==> config.mk <==
export PLATFORM = sky130hd
export DESIGN_NAME = inst_fetch_unit
export DESIGN_NICKNAME = d
export VERILOG_FILES = /design/src/rtl/inst_fetch_unit.sv
export SDC_FILE = /design/constraint.sdc
export NUM_CORES = 1
export LEC_CHECK = 0
export ABC_AREA = 1
export CAP_MARGIN = 20
export CORE_ASPECT_RATIO = 0.5
export CORE_MARGIN = 5
export CORE_UTILIZATION = 40
export DETAILED_ROUTE_END_ITERATION = 8
export HOLD_SLACK_MARGIN = 0.15
export PLACE_DENSITY = 0.76
export SYNTH_ARGS = -nofsm -noshare
export SYNTH_HDL_FRONTEND = slang
export SYNTH_SLANG_ARGS = --single-unit
==> constraint.sdc <==
create_clock -name i_Clk -period 1.8 [get_ports i_Clk]
set_clock_uncertainty 0.05 [all_clocks]
set_input_delay 0.36 -clock i_Clk [delete_from_list [all_inputs] [get_ports i_Clk]]
set_output_delay 0.36 -clock i_Clk [all_outputs]
set_load 0.005 [all_outputs]
==> src/rtl/inst_fetch_unit.sv <==
// ---------------------------------------------------------------------------
// inst_fetch_unit
//   Fetch stage for the instruction ROM. Owns the PC and drives the ROM
//   address. Each fetched word is registered, together with its PC, into a
//   one-entry output slot that decode drains over a valid/ready handshake.
//   A redirect (branch/jump) reloads the PC and flushes the slot. Enable
//   pauses fetching, but the slot can still drain while the stage is paused.
//
// Ports
//   i_Clk          clock, rising edge
//   i_Rst_n        asynchronous active-low reset
//   o_Addr         ROM address (= PC); the ROM indexes o_Addr[9:2]
//   i_Inst         ROM data for o_Addr, valid in the same cycle
//   i_Enable       1 = allow fetching
//   i_Redirect     1 = load PC from i_RedirectPC and flush the slot
//   i_RedirectPC   redirect target
//   o_OutValid     slot holds a valid instruction
//   i_OutReady     decode accepts the slot this cycle
//   o_OutInst      slot instruction
//   o_OutPC        PC of o_OutInst
//   o_OutPCPlus4   o_OutPC + 4 (modulo 2^32)
//   o_Misalign     sticky flag: some redirect target was not word aligned
//   o_FetchCount   number of fetches (only counts when FETCH_CNT_EN is defined)
//
// Configuration macro
//   FETCH_CNT_EN   when defined, a 32-bit fetch counter is built; otherwise
//                  o_FetchCount is tied to zero.
// ---------------------------------------------------------------------------
module inst_fetch_unit #(
  parameter logic [31:0] RESET_PC = 32'h0000_0000
) (
  input  logic        i_Clk,
  input  logic        i_Rst_n,
  output logic [31:0] o_Addr,
  input  logic [31:0] i_Inst,
  input  logic        i_Enable,
  input  logic        i_Redirect,
  input  logic [31:0] i_RedirectPC,
  output logic        o_OutValid,
  input  logic        i_OutReady,
  output logic [31:0] o_OutInst,
  output logic [31:0] o_OutPC,
  output logic [31:0] o_OutPCPlus4,
  output logic        o_Misalign,
  output logic [31:0] o_FetchCount
);

  typedef enum logic [1:0] {
    BOOT = 2'd0,
    RUN  = 2'd1,
    IDLE = 2'd2
  } state_t;

  state_t      r_state;
  state_t      w_nextState;
  logic [31:0] r_pc;
  logic        r_outValid;
  logic [31:0] r_outInst;
  logic [31:0] r_outPC;
  logic        r_misalign;
  logic        w_take;
  logic        w_fire;

  always_ff @(posedge i_Clk or negedge i_Rst_n) begin
    if (!i_Rst_n) begin
      r_state <= BOOT;
    end else begin
      r_state <= w_nextState;
    end
  end

  // BOOT spends one cycle without fetching; afterwards Enable alone decides
  // between RUN and IDLE. A redirect never changes the state transition.
  always_comb begin
    w_nextState = r_state;
    case (r_state)
      BOOT:    w_nextState = i_Enable ? RUN : IDLE;
      RUN:     if (!i_Enable) w_nextState = IDLE;
      IDLE:    if (i_Enable) w_nextState = RUN;
      default: w_nextState = BOOT;
    endcase
  end

  // A fetch may only overwrite the slot when it is empty or being consumed
  // in the same cycle, so nothing is lost under backpressure.
  assign w_take = r_outValid & i_OutReady;
  assign w_fire = (r_state == RUN) & i_Enable & ~i_Redirect
                & (~r_outValid | i_OutReady);

  // Redirect has priority over fetch and over a plain take: the slot is
  // flushed even if decode is taking the old word that cycle.
  always_ff @(posedge i_Clk or negedge i_Rst_n) begin
    if (!i_Rst_n) begin
      r_pc       <= RESET_PC;
      r_outValid <= 1'b0;
      r_outInst  <= 32'h0;
      r_outPC    <= 32'h0;
      r_misalign <= 1'b0;
    end else begin
      if (i_Redirect) begin
        r_pc       <= {i_RedirectPC[31:2], 2'b00};
        r_outValid <= 1'b0;
      end else if (w_fire) begin
        r_outInst  <= i_Inst;
        r_outPC    <= r_pc;
        r_outValid <= 1'b1;
        r_pc       <= r_pc + 32'd4;
      end else if (w_take) begin
        r_outValid <= 1'b0;
      end
      if (i_Redirect && (i_RedirectPC[1:0] != 2'b00)) begin
        r_misalign <= 1'b1;
      end
    end
  end

`ifdef FETCH_CNT_EN
  logic [31:0] r_fetchCount;

  // Counts every fire; a redirect does not clear it, and it wraps naturally.
  always_ff @(posedge i_Clk or negedge i_Rst_n) begin
    if (!i_Rst_n) begin
      r_fetchCount <= 32'h0;
    end else if (w_fire) begin
      r_fetchCount <= r_fetchCount + 32'd1;
    end
  end

  assign o_FetchCount = r_fetchCount;
`else
  assign o_FetchCount = 32'h0;
`endif

  assign o_Addr       = r_pc;
  assign o_OutValid   = r_outValid;
  assign o_OutInst    = r_outInst;
  assign o_OutPC      = r_outPC;
  assign o_OutPCPlus4 = r_outPC + 32'd4;
  assign o_Misalign   = r_misalign;

endmodule

* Yosys cells after proc, flatten, opt, wreduce, memory -nomap -nowiden
Cells that the tools add are included.
Word-level totals: output and inout port bits 162, word-level logic and storage cells 35, flip-flop bits (word level) 100, input bits 69
Cells by class: add/sub/neg operators 2, multiplexer cells 9, reductions and logical operators 7, equality and inequality tests 4, bitwise operators 7
Operator list (number):
- $add A32 B3 Y32 const B | 2
- $mux W32 | 2
- $mux W2 | 3
- $pmux W2 S3 | 1
- $and A1 B1 Y1 | 4
- $ne A2 B2 Y1 const B | 2
- $reduce_and A2 Y1 | 2
- $reduce_bool A2 Y1 | 2
- $mux W1 | 3
- $reduce_bool A3 Y1 | 1
- $eq A2 B1 Y1 const B | 1
- $eq A2 B2 Y1 const B | 1
- $logic_not A2 Y1 | 1
- $not A1 Y1 | 2
- $logic_and A1 B1 Y1 | 1
- $or A1 B1 Y1 | 1

* Longest topological paths before layout
word-level depth 6, mapped depth 10, gate-level depth less buffers 10

* Worst setup path before layout
No wires, ideal clock.
kind reg2out, start point register r_outPC[3], in the netlist o_OutPC[3], end point output o_OutPCPlus4[18], path slack 0.001 ns, required time 1.390 ns, data arrival time 1.389 ns, stages on the path, launching flop included 7, cells stage by stage dfrtp_1 ha_1 inv_1 nor3_4 nand3_2 nor2_1 xor2_1
Between the ends: cells in the longest elaborated chain, start to end 1
Ends and longest elaborated chain:
- start: declaration | line 59 | logic [31:0] r_outPC;
- start signal: assignment | line 105 | r_outPC <= r_pc;
- $add A32 B3 Y32 | line 138 | assign o_OutPCPlus4 = r_outPC + 32'd4;
- end: declaration | line 43 | output logic [31:0] o_OutPCPlus4,
Every way passes these cells.

* Final worst setup path
start point register r_outPC[14], in the netlist o_OutPC[14], end point output o_OutPCPlus4[18]
Same word-level chain as after synthesis.

==> results.py <==
metrics = {
    "floorplan": {
        "dieArea_mm2": 0.0166,
        "die_x_um": 177,
        "rows": 30,
        "die_h_um": 93.7,
        "io_pins": 231,
        "start_util_pct": 41.1,
        "core-area_mm2": 0.0136,
    },
    "sta": {
        "setup_viol": 28,
        "finalCritPeriodShare_pct": 132,
        "drv_slew": 0,
        "fin_hold_ws_ps": 425,
        "fin_crit_ps": 2370,
        "timing.fmax_mhz": 422,
        "rsz0062_at_grt": "true",
        "setup_slack_ps": -567,
        "finalHoldViolations": 0,
    },
    "pwr": {
        "powerDensity_mw_per_mm2": 927,
        "p_leak_uw": 0.00480,
        "irDropWorstVdd_v": 0.000568,
        "swShare_pct": 34.4,
        "seqPwrFrac_pct": 34.2,
        "netSwitchingPower_uw": 3060,
        "intPower_uw": 5820,
        "comb_power_share_pct": 43.0,
        "clockPowerShare_pct": 22.7,
    },
    "critical_path": {
        "crit_chain": "inv_1, nor3_2, buf_4, nand3_4, buf_6, nor2_4, xor2_1, buf_2",
        "worstPathRequired_ps": 1390,
        "crit_start": "o_OutPC[14]",
        "cpLargestDelayFamily": "buffers and inverters",
        "crit_fanout": 3,
        "path_buf_inv": 4,
        "setup.worst_path.end_class": "output pin",
        "reg2reg_from": "o_Addr[3]",
        "critical_path_class": "reg -> out",
        "critPathArrivalTime_ps": 1960,
        "cpPeakStageDelay_ps": 410,
        "timing.critical_path.slowest_stage_cell": "dfrtp_1",
        "start_kind": "flop",
    },
    "clock_network": {
        "cts.clk_slew.worst_paths_ps": 70,
        "root_buffer": "clkbuf_16",
        "cts_tree": "built",
        "h-tree-depth": 3,
        "clk_latency_ps": 350,
        "cts_made_buffers": 9,
        "clock_sinks": 96,
        "clk_path_buf_depth": 2,
    },
    "cells_and_area": {
        "area_growth_pct": 71.1,
        "num-fill-cells": 1037,
        "n_antenna_cell": 0,
        "drive_gt1_share_pct": 28.0,
        "nets": 1170,
    },
    "grt": {
        "grt_use_total_pct": 24.4,
        "grt_util_met1_pct": 31.6,
        "grt_max_degree": 34,
        "grt_pass1_wl_um": 32300,
        "grt_pass1_vias": 6254,
        "met3_usage_pct": 3.66,
        "grt_use_met2_pct": 42.9,
        "grt-ovfl-total": 0,
        "grt_most_used_layer": "met2",
        "grt_antenna_before_repair": 0,
    },
    "synthesis": {
        "synth_top_area_share_pct": 42.9,
        "synth_commonest_cells": "nand2_1, dfrtp_1, nor2_1, inv_1, buf_4",
        "netlist_area_mm2": 0.00560,
        "synth_ff_type": "dfrtp_1",
        "synth-edff-count": 0,
        "syn-instance-count": 757,
        "yosysTopAreaCell": "dfrtp_1",
        "synth.distinct_cells": 38,
        "ys.warnings.count": 0,
        "syn_avg_cell_area_um2": 7.40,
        "ys_ff_latch": 96,
        "yosysSeqAreaShare_pct": 42.9,
        "yosys.cell_count.top_type": "nand2_1",
        "synth.area.top_cells": "dfrtp_1, nand2_1, buf_4, nor2_1, xor2_1",
        "async_flop_share_pct": 100,
    },
    "place": {
        "place.gp.congestion": 0.958,
        "place_ws_ps": -515,
        "port_buffers": 192,
        "hpwl_um": 15300,
    },
    "detailed_routing": {
        "antenna_left": 0,
        "viasPerCell": 5.00,
        "vias": 6478,
        "drc": 0,
        "first_iter_violations": 490,
        "wl_per_cell_um": 17.0,
        "dr.pass1.iters": 5,
        "drt_wl_total_um": 22100,
    },
    "worst_hold_path": {
        "hold_path.class": "in -> async",
    },
    "outcome": {
        "outcome": "finished with violations",
        "violations": "negative setup slack",
    },
    "job": {
        "cap_violations": 0,
    },
}
## sequential cells by signal, summed over array words and instances (netlist names)
signal      cells
r_state         2
o_OutPC        30
o_OutValid      1
o_OutInst      32
o_Misalign      1
o_Addr         30
## power groups by stage
stage	clock network, uW	logic, uW	registers [uW]
CTS	2040	3500	2990
floorplan	0	925	3060
finish	2020	3820	3040
global route	2130	4080	3090
detailed placement	0	3330	3010
global placement	0	3290	2990
## layout by cell type, fill, tap and decap left out, types with 7 or more instances in the layout
cell type	Yosys	layout
nand3_1	38	36
clkbuf_16	0	9
dfrtp_2	0	12
clkdlybuf4s50_1	0	133
xor2_1	27	23
nand2_1	279	255
nand4_1	11	11
buf_2	14	29
buf_12	0	7
inv_2	2	7
nor3_4	1	10
nand2_2	3	20
nand2_4	0	7
dlygate4sd2_1	0	19
buf_6	2	48
conb_1	1	38
o21ai_0	22	22
inv_1	57	50
buf_4	39	109
dfrtp_1	96	84
o21ai_1	13	13
a21oi_1	7	7
nor2_1	75	61
nor2_4	5	18
## what timing repair did
| action | in CTS | in global routing |
|---|---|---|
| setup buffers | 46 | 25 |
| pin swaps | 49 | 40 |
| hold buffers | 1 | 0 |
| setup endpoints to repair | 52 | 46 |
| gates resized for setup | 235 | 82 |
| hold endpoints to repair | 24 | 0 |
## metrics by stage
stage | utilization [%] | setup TNS [ps] | cells | total power, uW | cell area [um2]
finish | 70.3 | -11590 | 1296 | 8880 | 9590
global route | 70.3 | -13490 | 1296 | 9300 | 9590
CTS | 67.3 | -9240 | 1276 | 8530 | 9160
detailed placement | 61.2 | -14930 | 1221 | 6330 | 8350
global placement | 61.2 | -11960 | 1221 | 6280 | 8350
floorplan | - | 0 | 794 | 3980 | 5740
## area by class of cell
type                            count  area (um2)  area share (%)
Tap cell                          192         240            2.51
Inverter                           59         226            2.36
Timing Repair Buffer              354        3250            33.9
Clock inverter                      7        85.1           0.888
Sequential cell                    96        2420            25.2
Clock buffer                        9         225            2.35
Multi-Input combinational cell    579        3140            32.8
## final timing paths
path / end / slack (ps) / cells past startpoint
min: o_OutInst[30] / 430 / 2
max reg2reg: o_Addr[20] / 140 / 9
min in group i_Clk: r_state[1] / 430 / 1
max in group asynchronous: o_Addr[10] / 730 / 3
min reg2reg: r_state[1] / 430 / 1
max: o_OutPCPlus4[18] / -570 / 8
## kinds of logic after synthesis
kind of cell	Yosys count	share of synthesized area, %
xor gates and xnor gates	34	5.31
other	1	0.0669
buffers and inverters	119	11.2
and+or+nand+nor	440	33.3
adders and majority gates	2	0.447
AOI/OAI and AO/OA	65	6.79
DFF	96	42.9
## routing by layer
metal | part of all wire [%] | vias up
met1 | 40 | 3080
met2 | 49 | 332
met5 | 0 | -
li1 | - | 3002
met4 | 3.4 | 0
met3 | 7.9 | 64
Power figures use the tool's default switching activity.
